$ cat src/rtl/control_unit_if.sv
// Bus between the control unit and its instruction memory, data memory and register file.
// The control unit uses the master modport. The environment around it uses the slave modport.
interface control_unit_if;
  logic [15:0] instr;
  logic [6:0]  pc_addr;
  logic [7:0]  d_addr;
  logic        d_wr;
  logic        rf_sel;
  logic [3:0]  rf_w_addr;
  logic [3:0]  rf_ra_addr;
  logic [3:0]  rf_rb_addr;
  logic        rf_w_en;
  logic [2:0]  alu_sel;
  logic [3:0]  state;

  modport master (
    input  instr,
    output pc_addr, d_addr, d_wr, rf_sel, rf_w_addr, rf_ra_addr, rf_rb_addr,
           rf_w_en, alu_sel, state
  );

  modport slave (
    output instr,
    input  pc_addr, d_addr, d_wr, rf_sel, rf_w_addr, rf_ra_addr, rf_rb_addr,
           rf_w_en, alu_sel, state
  );
endinterface

$ cat src/rtl/control_unit.sv
// Multi-cycle control unit: fetch/decode/execute FSM with Moore outputs from state and IR.
// Define CU_ILLEGAL_TRAP_EN to halt on opcodes 0110-1111; otherwise they execute as NOOP.
module control_unit (
  input  logic           clk,
  input  logic           reset,
  control_unit_if.master bus
);

  typedef enum logic [3:0] {
    S_INIT   = 4'd0,
    S_FETCH  = 4'd1,
    S_DECODE = 4'd2,
    S_NOOP   = 4'd3,
    S_LOAD_A = 4'd4,
    S_LOAD_B = 4'd5,
    S_STORE  = 4'd6,
    S_ADD    = 4'd7,
    S_SUB    = 4'd8,
    S_HALT   = 4'd9
  } state_e;

  typedef enum logic [3:0] {
    OP_NOOP  = 4'b0000,
    OP_STORE = 4'b0001,
    OP_LOAD  = 4'b0010,
    OP_ADD   = 4'b0011,
    OP_SUB   = 4'b0100,
    OP_HALT  = 4'b0101
  } opcode_e;

`ifdef CU_ILLEGAL_TRAP_EN
  localparam state_e ILLEGAL_NEXT = S_HALT;
`else
  localparam state_e ILLEGAL_NEXT = S_NOOP;
`endif

  state_e      state_q, state_d;
  logic [6:0]  pc_q, pc_d;
  logic [15:0] ir_q, ir_d;

  // NOTE: sequential state uses non-blocking assignments so every flop samples pre-edge values.
  always_ff @(posedge clk or posedge reset) begin
    if (reset) begin
      state_q <= S_INIT;
      pc_q    <= '0;
      ir_q    <= '0;
    end else begin
      state_q <= state_d;
      pc_q    <= pc_d;
      ir_q    <= ir_d;
    end
  end

  // NOTE: every signal gets a default first, so no path through the case infers a latch.
  always_comb begin
    state_d = state_q;
    pc_d    = pc_q;
    ir_d    = ir_q;
    unique case (state_q)
      S_INIT:   state_d = S_FETCH;
      S_FETCH: begin
        ir_d    = bus.instr;
        pc_d    = pc_q + 7'd1;
        state_d = S_DECODE;
      end
      S_DECODE: begin
        unique case (ir_q[15:12])
          OP_NOOP:  state_d = S_NOOP;
          OP_STORE: state_d = S_STORE;
          OP_LOAD:  state_d = S_LOAD_A;
          OP_ADD:   state_d = S_ADD;
          OP_SUB:   state_d = S_SUB;
          OP_HALT:  state_d = S_HALT;
          default:  state_d = ILLEGAL_NEXT;
        endcase
      end
      S_LOAD_A: state_d = S_LOAD_B;
      S_NOOP, S_LOAD_B, S_STORE, S_ADD, S_SUB: state_d = S_FETCH;
      S_HALT:   state_d = S_HALT;
      default:  state_d = S_INIT;
    endcase
  end

  // These outputs depend only on the registered state and IR. The raw instruction never reaches them.
  always_comb begin
    bus.d_addr     = '0;
    bus.d_wr       = 1'b0;
    bus.rf_sel     = 1'b0;
    bus.rf_w_addr  = '0;
    bus.rf_ra_addr = '0;
    bus.rf_rb_addr = '0;
    bus.rf_w_en    = 1'b0;
    bus.alu_sel    = 3'b000;
    unique case (state_q)
      S_STORE: begin
        bus.d_addr     = ir_q[11:4];
        bus.rf_ra_addr = ir_q[3:0];
        bus.d_wr       = 1'b1;
      end
      S_LOAD_A, S_LOAD_B: begin
        bus.d_addr    = ir_q[11:4];
        bus.rf_sel    = 1'b1;
        bus.rf_w_addr = ir_q[3:0];
        bus.rf_w_en   = (state_q == S_LOAD_B);
      end
      S_ADD, S_SUB: begin
        bus.rf_ra_addr = ir_q[11:8];
        bus.rf_rb_addr = ir_q[7:4];
        bus.rf_w_addr  = ir_q[3:0];
        bus.rf_w_en    = 1'b1;
        bus.alu_sel    = (state_q == S_ADD) ? 3'b001 : 3'b010;
      end
      default: ;
    endcase
  end

  assign bus.pc_addr = pc_q;
  assign bus.state   = state_q;

endmodule

$ cat src/flat_wrapper.sv
// flat-port wrapper written by rule: the top's interface ports become plain ports
module control_unit_flat 
  (clk, reset, bus_instr, bus_pc_addr, bus_d_addr, bus_d_wr, bus_rf_sel, bus_rf_w_addr, bus_rf_ra_addr, bus_rf_rb_addr, bus_rf_w_en, bus_alu_sel, bus_state);
  control_unit_if bus_i ();
  input  logic clk;
  input  logic reset;
  input wire logic [$bits(bus_i.instr)-1:0] bus_instr;
  output wire logic [$bits(bus_i.pc_addr)-1:0] bus_pc_addr;
  output wire logic [$bits(bus_i.d_addr)-1:0] bus_d_addr;
  output wire logic [$bits(bus_i.d_wr)-1:0] bus_d_wr;
  output wire logic [$bits(bus_i.rf_sel)-1:0] bus_rf_sel;
  output wire logic [$bits(bus_i.rf_w_addr)-1:0] bus_rf_w_addr;
  output wire logic [$bits(bus_i.rf_ra_addr)-1:0] bus_rf_ra_addr;
  output wire logic [$bits(bus_i.rf_rb_addr)-1:0] bus_rf_rb_addr;
  output wire logic [$bits(bus_i.rf_w_en)-1:0] bus_rf_w_en;
  output wire logic [$bits(bus_i.alu_sel)-1:0] bus_alu_sel;
  output wire logic [$bits(bus_i.state)-1:0] bus_state;
  assign bus_i.instr = bus_instr;
  assign bus_pc_addr = bus_i.pc_addr;
  assign bus_d_addr = bus_i.d_addr;
  assign bus_d_wr = bus_i.d_wr;
  assign bus_rf_sel = bus_i.rf_sel;
  assign bus_rf_w_addr = bus_i.rf_w_addr;
  assign bus_rf_ra_addr = bus_i.rf_ra_addr;
  assign bus_rf_rb_addr = bus_i.rf_rb_addr;
  assign bus_rf_w_en = bus_i.rf_w_en;
  assign bus_alu_sel = bus_i.alu_sel;
  assign bus_state = bus_i.state;
  control_unit u_core (.clk(clk), .reset(reset), .bus(bus_i));
endmodule
$ cat config.mk
export PLATFORM = sky130hd
export DESIGN_NAME = control_unit_flat
export DESIGN_NICKNAME = d
export VERILOG_FILES = /design/src/rtl/control_unit_if.sv /design/src/rtl/control_unit.sv /design/src/flat_wrapper.sv
export SDC_FILE = /design/constraint.sdc
export NUM_CORES = 1
export LEC_CHECK = 0
export ABC_AREA = 1
export BUFFER_PORTS_ARGS = -buffer_cell sky130_fd_sc_hd__buf_2
export CAP_MARGIN = 5
export CORE_ASPECT_RATIO = 0.6
export CORE_MARGIN = 3
export CORE_UTILIZATION = 48
export DETAILED_ROUTE_END_ITERATION = 8
export PLACE_DENSITY = 0.78
export SYNTH_ARGS = -nofsm -noshare
export SYNTH_HDL_FRONTEND = slang
export SYNTH_SLANG_ARGS = --single-unit
$ cat constraint.sdc
create_clock -name clk -period 1.6 [get_ports clk]
set_input_delay 0.4 -clock clk [delete_from_list [all_inputs] [get_ports clk]]
set_output_delay 0.4 -clock clk [all_outputs]
set_load 0.01 [all_outputs]
==> summary.md, run 1 <==
| Metric | Value |
|---|---|
| Main flop type after synthesis | dfrtp_1 |
| Async S/R FF share, synth | 100% |
| # placed instances | 292 |
| Post-route clock period utilization | 116% |
| Setup violations, final | 25 |
| Wire length of the first global-routing pass | 5770 microns |
| Post-DRT Antenna Nets | 0 |
| Yosys cell types | 21 |
| Area overhead of the layout relative to synthesis | 37.8% |
| Violations in the final reports | setup timing |
| Static Leak | 1.16 nW |
| Kind of path behind the tightest hold check | in -> async |
| Terminus of the critical flop-to-flop path | u_core.ir_q[9]$_DFFE_PP0P_ |
| Number of global-route vias before repair | 1203 |
| Main area contributors after synthesis | dfrtp_1 46%, nand2_1 20%, o21ai_2 6.5%, inv_1 5.9%, nor2_1 5.6% |
| Maximum count of clock buffers along a single path | 2 |
| Per-cell routed wire length | 12.2 microns |
| Cell occurring most often along the worst timing path | inv_4 |
| Master cell of the clock root buffer | clkbuf_8 |
| Overflow left after global routing | 0 |
| Number of detailed-route iterations in the first pass | 4 |
| Placed wire-length estimate | 2630 microns |
| Routed via count | 1448 |
| Initial DRC count | 116 |
| Top Ports | 55 |
| Final Worst Setup Slack | -0.249 ns |
| Largest incremental delay on the critical path | 0.44 ns |
| Highest clock frequency the design can meet | 541 MHz |
| Worst vdd ir | 0.000785 V |
| Cell types with the highest counts after synthesis | 78 x nand2_1, 27 x dfrtp_1, 23 x inv_1, 22 x nor2_1, 11 x o21ai_2 |
| Per-cell via count in the routed design | 4.78 |
| Series of cell instances along the critical path | nor2_4, inv_4, o21ai_4, inv_4, nor2_2, buf_2 |
| Worst endpoint required time | 1.20 ns |
| Buffers and inverters on the worst path | 3 |
| Endpoint type of the worst setup path | output port |
| Post-CTS Hold Fix Bufs | 0 |
| Final worst clock skew | 0.00681 ns |
| Antenna Cells | 0 |
| Post-layout nets | 283 |
| Cells after Synth | 196 |
| Synth top area share | 45.8% |
| Cell class contributing the biggest share of worst-path delay | flip-flops |
| Hold violation total from the final report | 0 |
| Die height | 48.9 microns |
| Kind of start point of the critical path | flop |
| Number of buffers created by CTS | 3 |
| Sink Count | 27 |
| Worst-case hold slack | 0.167 ns |
| Clock latency on the worst-skew pair | 0.27 ns |
| RSZ-0062 raised after global routing | yes |
| Routed wire length | 3700 microns |
| Worst reg2reg startpoint | u_core.bus.state[1]$_DFF_PP0_ |
| Share of cells above drive strength 1 | 44.1% |
| Share of the core filled with cells | 74.9% |
| Final Instance Count excl. Fillers | 303 |
| FF+latch count, synth | 27 |
| Post-synthesis sequential area ratio | 45.8% |
| Filler Cell Count | 194 |
| Total nets after synthesis | 215 |
| Final critical-path required period | 1.85 ns |
| Most frequent cell after synthesis | nand2_1 |
| Initial antenna violation count | 0 |
| Flop2flop setup slack | 0.17 ns |
| Post-placement worst setup slack | 0.00925 ns |
| Number of violations of the max-capacitance limit | 0 |
| Mean Syn Cell Area | 7.53 sq um |
| Initial Utilization | 54.3% |
| Library cell contributing the largest single delay on the critical path | dfrtp_2 |
| Max-slew violation total from the final report | 0 |
| Die area | 3800 sq um |
| Aggregate global-route resource usage | 19.2% |
| Pin count of the biggest net entering global routing | 28 |
| Critical path data arrival time | 1.45 ns |
| Type of the setup path with the least slack | reg -> out |
| Floorplan die width | 77.6 microns |
| Largest fanout of any net on the critical path | 5 |
| Number of levels the H-tree was split into | 1 |
| Post-synthesis cell area | 1480 sq um |
| Total power divided by cell area | 1800 nW/um^2 |
| Length in cells of the worst reg-to-reg path | 7 |
| Status | finished with violations |
| Number of enable flip-flop cells after synthesis | 0 |
| Number of rows in the core area | 14 |
| Synth warnings | 0 |
| Post-synthesis cell type with the largest combined area | dfrtp_1 |
| Area of the core | 2720 sq um |
| IO buf count | 53 |
| Clock tree from TritonCTS | yes |
| Total negative slack | -4.82 ns |
| Final weighted congestion in routability-driven placement | 0.840 |
| Total DRC errors in the routed layout | 0 |
| Worst-path clk slew | 0.09 ns |
## per-stage QoR
stage | power [W] | cell area [sq um]
2_1_floorplan | 0.00251 | 1480
3_3_place_gp | 0.00296 | 1820
3_5_place_dp | 0.00299 | 1820
4_1_cts | 0.00346 | 1920
5_1_grt | 0.00395 | 2030
6_report | 0.00365 | 2030
## timing repair
item,in CTS,in global routing
gates resized for setup,13,23
pin swaps,4,7
buffers inserted,3,5
gates cloned,0,0
setup endpoints to repair,25,25
## layer usage
metal  routed length (microns)  up-vias  track usage [%]
li1                          -      723                -
met3                       282        2             5.54
met4                        12        0             2.66
met5                         0        -                0
met1                      1830      662             28.8
met2                      1580       61             27.9
## worst reg2reg max path, cell delays in order (launching register included)
cell,delay [ns]
dfrtp_2,0.47
buf_4,0.16
nor2_2,0.13
nand2_2,0.10
inv_2,0.14
buf_12,0.19
nand2_1,0.10
o21ai_2,0.06
## cell type report
class | count | area (sq um) | share of cell area, %
flip-flops and latches | 27 | 679 | 33.4
repair buffers | 68 | 419 | 20.6
multi-input cells | 138 | 736 | 36.2
well taps | 40 | 50.0 | 2.46
clock inverters | 1 | 5.00 | 0.246
clock buffers | 3 | 41.3 | 2.03
inverters | 26 | 103 | 5.05
## worst max-delay path by stage
stage / startpoint / cells past startpoint / end / slack [ns]
after detailed placement: u_core.bus.state[1]$_DFF_PP0_ / 6 / bus_rf_w_addr[3] / 0.009
after CTS: u_core.bus.state[2]$_DFF_PP0_ / 7 / bus_rf_rb_addr[3] / -0.26
after global routing: u_core.bus.state[3]$_DFF_PP0_ / 6 / bus_rf_rb_addr[0] / -0.34
after floorplan: u_core.bus.state[2]$_DFF_PP0_ / 6 / bus_rf_rb_addr[0] / 0.08
after global placement: u_core.bus.state[1]$_DFF_PP0_ / 6 / bus_rf_w_addr[2] / 0.03
final: u_core.bus.state[3]$_DFF_PP0_ / 6 / bus_rf_rb_addr[0] / -0.25
## report_power, final
part	switching (W)	total [W]	leakage, nW	internal, W
sequential	0.000286	0.00129	0.332	0.00101
combinational	0.00119	0.00198	0.798	0.000785
clock	0.000209	0.000384	0.0255	0.000174
## cell usage in the layout (no fill, tap or decap)
master	synthesis	final
nand2_1	78	74
clkbuf_8	0	3
xor2_1	3	3
o21ai_0	5	5
nor2_2	2	9
conb_1	1	1
nand2_2	1	4
nor2_1	22	10
o21ai_4	1	1
xnor2_1	1	1
or2_2	1	1
inv_2	3	3
o21ai_2	11	11
clkinv_2	0	1
buf_6	3	5
dfrtp_2	0	3
ha_1	1	1
nor2_4	1	6
buf_4	1	13
inv_4	0	2
buf_12	0	1
nor3_2	1	1
nand3_1	9	7
dfrtp_1	27	24
inv_1	23	21
buf_2	1	49
nand3_2	0	2
nand2_4	0	1
## flip-flops by register name, summed over array words and instances, names as in the netlist
register	count
u_core.bus.state	4
u_core.bus.pc_addr	7
u_core.ir_q	16
## cell families (layout without fill, tap and decap cells)
group                      count (synthesis)  after routing  synth area share [%]
xor gates and xnor gates                   4              4                  2.38
DFF                                       27             27                  45.8
other                                      1              1                 0.254
adders and majority gates                  1              1                 0.848
and+or+nand+nor                          115            115                  31.6
AOI/OAI and AO/OA                         17             17                  9.33
buffers and inverters                     31             98                  9.75
(Power assumes the default switching activity.)
==> inputs of run 2 (changes only) <==
- CTS_CLUSTER_DIAMETER: not set -> 60
- TNS_END_PERCENT: not set -> 50
==> run 2 against run 1 <==
Net effect:
- count of clock-buffer cells in the layout unchanged
- the flow still finishes with violations (setup timing)
- cell count down 0.99%
- via count down 2.6%
- critical endpoint is now bus_rf_w_addr[2]
- critical path type unchanged
==> summary.md, run 2 (synthesized netlist as in run 1, its figures left out) <==
| Metric | Value |
|---|---|
| Terminus of the critical flop-to-flop path | u_core.bus.pc_addr[2]$_DFFE_PP0P_ |
| Peak-usage layer in the global routing report | met1 |
| Number of detailed-route iterations in the first pass | 4 (unchanged) |
| Aggregate global-route resource usage | 18.6% (-0.56 points) |
| Cell internal power dissipation | 0.00190 W (-3.5%) |
| Post-DRT Antenna Nets | 0 (unchanged) |
| Worst endpoint required time | 1.20 ns (about the same) |
| Buffers and inverters on the worst path | 4 (+1) |
| Routed via count | 1411 (-2.6%) |
| Die height | 48.9 microns (unchanged) |
| Worst vdd ir | 0.000832 V (+6.1%) |
| Filler Cell Count | 219 (+13%) |
| Largest incremental delay on the critical path | 0.40 ns (-0.04 ns) |
| Final weighted congestion in routability-driven placement | 0.840 (unchanged) |
| RSZ-0062 raised after global routing | yes |
| Number of global-route vias before repair | 1200 (-0.25%) |
| Dpl cell area | 1820 sq um (unchanged) |
| Cell occurring most often along the worst timing path | nand2_1 |
| Area overhead of the layout relative to synthesis | 32.7% |
| Worst-path clk slew | 0.09 ns (about the same) |
| Flop2flop setup slack | 0.17 ns (about the same) |
| Wire length of the first global-routing pass | 5630 microns (-2.4%) |
| Global routing met1 resource utilization | 28.0% (-0.82 points) |
| Number of flip-flops under the largest register name | 16 (unchanged) |
| Critical path data arrival time | 1.50 ns (+0.05 ns) |
| Routed wire length | 3550 microns (-4.3%) |
| Hold violation total from the final report | 0 (unchanged) |
| Series of cell instances along the critical path | inv_2, nor2_4, buf_4, nand2_1, nand3_2, nand2_1, inv_1, buf_2 |
| Commonest non-fill, non-tap cell in the layout | nand2_1 |
| Final worst clock skew | 0.00341 ns (-0.00340 ns) |
| Maximum count of clock buffers along a single path | 2 (unchanged) |
| Clock tree from TritonCTS | yes |
| Highest clock frequency the design can meet | 527 MHz (-2.6%) |
| Initial antenna violation count | 0 (unchanged) |
| Endpoint type of the worst setup path | output port |
| Per-cell via count in the routed design | 4.70 (-1.6%) |
| Library cell contributing the largest single delay on the critical path | dfrtp_1 |
| Psw | 0.00160 W (-5.3%) |
| Floorplan die width | 77.6 microns (unchanged) |
| Number of buffers created by CTS | 3 (unchanged) |
| Top Ports | 55 (unchanged) |
| Length in cells of the worst reg-to-reg path | 6 (-1) |
| Register containing the most flip-flops in the final layout | u_core.ir_q |
| Master cell of the clock root buffer | clkbuf_8 |
| Status | finished with violations |
| Post-layout nets | 280 (-1.1%) |
| Largest fanout of any net on the critical path | 4 (-1) |
| Total DRC errors in the routed layout | 0 (unchanged) |
| Clock latency on the worst-skew pair | 0.27 ns (about the same) |
| Total power divided by cell area | 1790 nW/um^2 (-0.63%) |
| Share of cells above drive strength 1 | 39.2% (-4.9 points) |
| Per-cell routed wire length | 11.8 microns (-3.3%) |
| Pin count of the biggest net entering global routing | 28 (unchanged) |
| Type of the setup path with the least slack | reg -> out |
| Final critical-path required period | 1.90 ns (+0.0491 ns) |
| Setup violations, final | 25 (unchanged) |
| Share of the core filled with cells | 72.1% (-2.8 points) |
| Cell class contributing the biggest share of worst-path delay | simple AND/OR/NAND/NOR gates |
| Overflow left after global routing | 0 (unchanged) |
| Number of violations of the max-capacitance limit | 0 (unchanged) |
| Max-slew violation total from the final report | 0 (unchanged) |
| Area of the multi-input gates | 696 sq um (-5.4%) |
| Sink Count | 27 (unchanged) |
| Initial DRC count | 82 (-29%) |
| Met3 Track Usage GR | 5.54% (unchanged) |
| Area taken by flip-flops and latches | 679 sq um (unchanged) |
| Kind of path behind the tightest hold check | in -> async |
| Number of rows in the core area | 14 (unchanged) |
| Final Worst Setup Slack | -0.298 ns (-0.0491 ns) |
| Met2 usage in global routing | 26.9% (-1.0 points) |
| Area of the core | 2720 sq um (unchanged) |
| Post-CTS Hold Fix Bufs | 0 (unchanged) |
| Kind of start point of the critical path | flop |
| Part of the total power dissipated in combinational logic | 52.4% (-1.8 points) |
| Worst reg2reg startpoint | u_core.bus.state[1]$_DFF_PP0_ |
| Register share of total power | 36.7% (+1.4 points) |
| Static Leak | 1.14 nW (-1.8%) |
| Violations in the final reports | setup timing |
| Placed wire-length estimate | 2630 microns (unchanged) |
| Initial Utilization | 54.3% (unchanged) |
| Die area | 3800 sq um (unchanged) |
| Clock network fraction of total power | 10.9% (+0.4 points) |
| Number of levels the H-tree was split into | 1 (unchanged) |
| Finished layout cell area | 1960 sq um (-3.7%) |
| Switching share of power | 45.8% (-0.46 points) |
| Antenna Cells | 0 (unchanged) |
| IO buf count | 53 (unchanged) |
| Post-route clock period utilization | 119% (+3.1 points) |
| Commonest non-fill, non-tap cells in the layout | 76 x nand2_1, 51 x buf_2, 24 x dfrtp_1, 21 x inv_1, 19 x nor2_1 |
==> run 2: cell count changes in the layout (fill, tap and decap cells not counted), sizes merged <==
cell and delta:
buf -3
==> run 2: repair_timing <==
| action | CTS | global route |
|---|---|---|
| endpoints found under the setup margin | 25 | 25 |
| gates resized for setup | 8 | 12 |
| buffers inserted | 2 | 2 |
| pin swaps | 3 | 4 |
==> run 2: worst register-to-register path, stage by stage, from the launching register on <==
cell and delay (ns):
dfrtp_2 0.47, buf_4 0.16, nor2_2 0.14, nand2_2 0.10, buf_4 0.19, nor2_1 0.14, xor2_1 0.15
==> run 2: through the flow <==
| step | total power [W] | setup TNS [ns] | std cells | hold slack (ns) | setup WS [ns] |
|---|---|---|---|---|---|
| after detailed placement | 0.00299 | 0 | 292 | 0.479 | 0.00925 |
| after CTS | 0.00341 | -5.30 | 298 | 0.182 | -0.263 |
| after floorplan | 0.00251 | 0 | 196 | 0.453 | 0.0768 |
| final | 0.00350 | -5.72 | 300 | 0.169 | -0.298 |
| after global routing | 0.00380 | -8.18 | 300 | 0.205 | -0.380 |
| after global placement | 0.00296 | 0 | 292 | 0.477 | 0.0266 |
==> run 2: cell type report <==
class	instances	share of cell area (%)
Sequential cell	27	34.7
Multi-Input combinational cell	138	35.5
Clock buffer	3	2.11
Tap cell	40	2.56
Timing Repair Buffer	65	19.6
Inverter	26	5.24
Clock inverter	1	0.256
==> run 2: worst max path at each step <==
stage,start,end,slack (ns),cells past startpoint
floorplan,u_core.bus.state[2]$_DFF_PP0_,bus_rf_rb_addr[0],0.08,6
global route,u_core.bus.state[2]$_DFF_PP0_,bus_rf_rb_addr[2],-0.38,7
finish,u_core.bus.state[2]$_DFF_PP0_,bus_rf_w_addr[2],-0.30,8
global placement,u_core.bus.state[1]$_DFF_PP0_,bus_rf_w_addr[2],0.03,6
detailed placement,u_core.bus.state[1]$_DFF_PP0_,bus_rf_w_addr[3],0.009,6
CTS,u_core.bus.state[2]$_DFF_PP0_,bus_rf_rb_addr[3],-0.26,7
==> run 2: power by group through the flow <==
stage,clock (W),sequential [W],combinational (W)
after floorplan,0,0.00127,0.00124
after global placement,0,0.00126,0.00170
after detailed placement,0,0.00126,0.00172
after CTS,0.000390,0.00126,0.00176
after global routing,0.000421,0.00133,0.00205
final,0.000381,0.00128,0.00183
==> run 2: per-layer routing <==
| metal | wire length [microns] | vias up |
|---|---|---|
| met3 | 325 | 2 |
| met1 | 1740 | 632 |
| met5 | 0 | - |
| met2 | 1470 | 63 |
| li1 | - | 714 |
| met4 | 12 | 0 |
==> inputs of run 3 (changes only) <==
- SKIP_LAST_GASP: not set -> 1
==> run 3 against run 2 <==
Net effect:
- the flow still finishes with violations (setup timing)
- power shrank 0.35%
- die area is the same
- clock skew grew 0.0022 ns
==> summary.md, run 3 (synthesized netlist as in run 1, its figures left out) <==
| Metric | Value |
|---|---|
| Critical path data arrival time | 1.48 ns (-0.02 ns) |
| Number of violations of the max-capacitance limit | 0 (unchanged) |
| Setup violations, final | 25 (unchanged) |
| Clock latency on the worst-skew pair | 0.27 ns (about the same) |
| Commonest non-fill, non-tap cells in the layout | 74 x nand2_1, 51 x buf_2, 25 x dfrtp_1, 22 x inv_1, 17 x nor2_1 |
| Hold violation total from the final report | 0 (unchanged) |
| Largest incremental delay on the critical path | 0.44 ns (+0.04 ns) |
| Highest clock frequency the design can meet | 532 MHz (+0.90%) |
| Largest fanout of any net on the critical path | 5 (+1) |
| Final Worst Setup Slack | -0.281 ns (+0.0170 ns) |
| Number of rows in the core area | 14 (unchanged) |
| Area taken by flip-flops and latches | 678 sq um (-0.18%) |
| Maximum count of clock buffers along a single path | 2 (unchanged) |
| Status | finished with violations |
| Number of detailed-route iterations in the first pass | 4 (unchanged) |
| Post-route clock period utilization | 118% (-1.1 points) |
| Per-cell via count in the routed design | 4.73 (+0.48%) |
| Global routing met1 resource utilization | 27.8% (-0.23 points) |
| Met2 usage in global routing | 27.8% (+0.86 points) |
| Max-slew violation total from the final report | 0 (unchanged) |
| Series of cell instances along the critical path | nor2_4, inv_4, o21ai_4, inv_4, nor2_2, buf_2 |
| Initial DRC count | 112 (+37%) |
| Worst reg2reg startpoint | u_core.bus.state[1]$_DFF_PP0_ |
| Number of buffers created by CTS | 3 (unchanged) |
| Final worst clock skew | 0.00559 ns (+0.00218 ns) |
| Floorplan die width | 77.6 microns (unchanged) |
| Final Total Pwr | 0.00349 W (-0.35%) |
| Flop2flop setup slack | 0.16 ns (about the same) |
| Area overhead of the layout relative to synthesis | 32.3% |
| Cell occurring most often along the worst timing path | inv_4 |
| Terminus of the critical flop-to-flop path | u_core.bus.pc_addr[2]$_DFFE_PP0P_ |
| Length in cells of the worst reg-to-reg path | 6 (unchanged) |
| Aggregate global-route resource usage | 18.8% (+0.16 points) |
| Clock tree from TritonCTS | yes |
| Number of global-route vias before repair | 1209 (+0.75%) |
| Worst endpoint required time | 1.20 ns (about the same) |
| Commonest non-fill, non-tap cell in the layout | nand2_1 |
| Sink Count | 27 (unchanged) |
| Kind of path behind the tightest hold check | in -> async |
| Kind of start point of the critical path | flop |
| Worst vdd ir | 0.000822 V (-1.2%) |
| Post-CTS Hold Fix Bufs | 0 (unchanged) |
| Violations in the final reports | setup timing |
| Register containing the most flip-flops in the final layout | u_core.ir_q |
| Filler Cell Count | 218 (-0.46%) |
| Per-cell routed wire length | 11.9 microns (+0.62%) |
| Initial Utilization | 54.3% (unchanged) |
| Peak-usage layer in the global routing report | met2 |
| Die height | 48.9 microns (unchanged) |
| Routed wire length | 3560 microns (+0.28%) |
| Pin count of the biggest net entering global routing | 28 (unchanged) |
| Total negative slack | -4.86 ns (+0.860 ns) |
| Area of the core | 2720 sq um (unchanged) |
| Number of levels the H-tree was split into | 1 (unchanged) |
| Static Leak | 1.13 nW (about the same) |
| Met3 Track Usage GR | 5.54% (unchanged) |
| Placed wire-length estimate | 2630 microns (unchanged) |
| Share of the core filled with cells | 71.9% (-0.23 points) |
| Post-layout nets | 279 (-0.36%) |
| Antenna Cells | 0 (unchanged) |
| Number of flip-flops under the largest register name | 16 (unchanged) |
| Top Ports | 55 (unchanged) |
| Master cell of the clock root buffer | clkbuf_8 |
| Total DRC errors in the routed layout | 0 (unchanged) |
| Type of the setup path with the least slack | reg -> out |
| Post-DRT Antenna Nets | 0 (unchanged) |
| Share of cells above drive strength 1 | 39.8% (+0.54 points) |
| Final weighted congestion in routability-driven placement | 0.840 (unchanged) |
| Wire length of the first global-routing pass | 5660 microns (+0.50%) |
| RSZ-0062 raised after global routing | yes |
| Worst-case hold slack | 0.172 ns (+0.00323 ns) |
| Final critical-path required period | 1.88 ns (-0.0170 ns) |
| Initial antenna violation count | 0 (unchanged) |
| Library cell contributing the largest single delay on the critical path | dfrtp_2 |
| Endpoint type of the worst setup path | output port |
| Area of the multi-input gates | 698 sq um (+0.36%) |
| Total power divided by cell area | 1790 nW/um^2 (about the same) |
| IO buf count | 53 (unchanged) |
| Worst-path clk slew | 0.09 ns (about the same) |
| Routed via count | 1413 (+0.14%) |
| Overflow left after global routing | 0 (unchanged) |
| Die area | 3800 sq um (unchanged) |
==> run 3: cell types whose count changed in the layout (fill, tap and decap cells not counted), moves of 2 or more <==
cell	delta
nor2_2	+2
nand2_1	-2
nand2_2	+2
nor2_1	-2
==> run 3: final cells by class <==
class	count	area share [%]
clock inverter	1	0.256
timing repair buffer	64	19.3
sequential	27	34.7
clock buffer	3	2.12
tap	40	2.56
inverter	26	5.26
multi-input combinational	138	35.8
==> run 3: worst max-delay path, delay by kind of cell (launching register included) <==
| family | cells | cell delay (ns) |
|---|---|---|
| compound gates | 1 | 0.20 |
| simple gates | 2 | 0.28 |
| flops | 1 | 0.44 |
| buf+inv | 3 | 0.29 |
==> run 3: power breakdown <==
group | switching, W | total (W) | leakage [nW] | internal, W
combinational | 0.00112 | 0.00183 | 0.776 | 0.000710
clock | 0.000208 | 0.000383 | 0.0255 | 0.000174
sequential | 0.000275 | 0.00128 | 0.333 | 0.00100
==> run 3: per-stage QoR <==
step / setup WS (ns) / std cells / cell area [sq um]
floorplan: 0.0768 / 196 / 1480
global placement: 0.0266 / 292 / 1820
detailed placement: 0.00925 / 292 / 1820
CTS: -0.263 / 298 / 1890
global route: -0.384 / 299 / 1950
finish: -0.281 / 299 / 1950
==> run 3: routing by layer <==
layer | vias to the layer above | share of wire [%]
met1 | 642 | 50
li1 | 716 | -
met3 | 2 | 7.5
met2 | 53 | 42
met4 | 0 | 0.37
met5 | - | 0
==> run 3: timing repair <==
action / 4_1_cts / 5_1_grt
setup endpoints to repair: 25 / 25
pin swaps: 3 / 5
buffers inserted: 2 / 1
resized for setup: 4 / 17
==> run 3: worst max-delay path by stage <==
stage | depth (start not counted) | to | from | slack [ns]
after floorplan | 6 | bus_rf_rb_addr[0] | u_core.bus.state[2]$_DFF_PP0_ | 0.08
after global placement | 6 | bus_rf_w_addr[2] | u_core.bus.state[1]$_DFF_PP0_ | 0.03
after detailed placement | 6 | bus_rf_w_addr[3] | u_core.bus.state[1]$_DFF_PP0_ | 0.009
after CTS | 7 | bus_rf_rb_addr[3] | u_core.bus.state[2]$_DFF_PP0_ | -0.26
after global routing | 6 | bus_rf_ra_addr[1] | u_core.bus.state[3]$_DFF_PP0_ | -0.38
final | 6 | bus_rf_rb_addr[0] | u_core.bus.state[3]$_DFF_PP0_ | -0.28
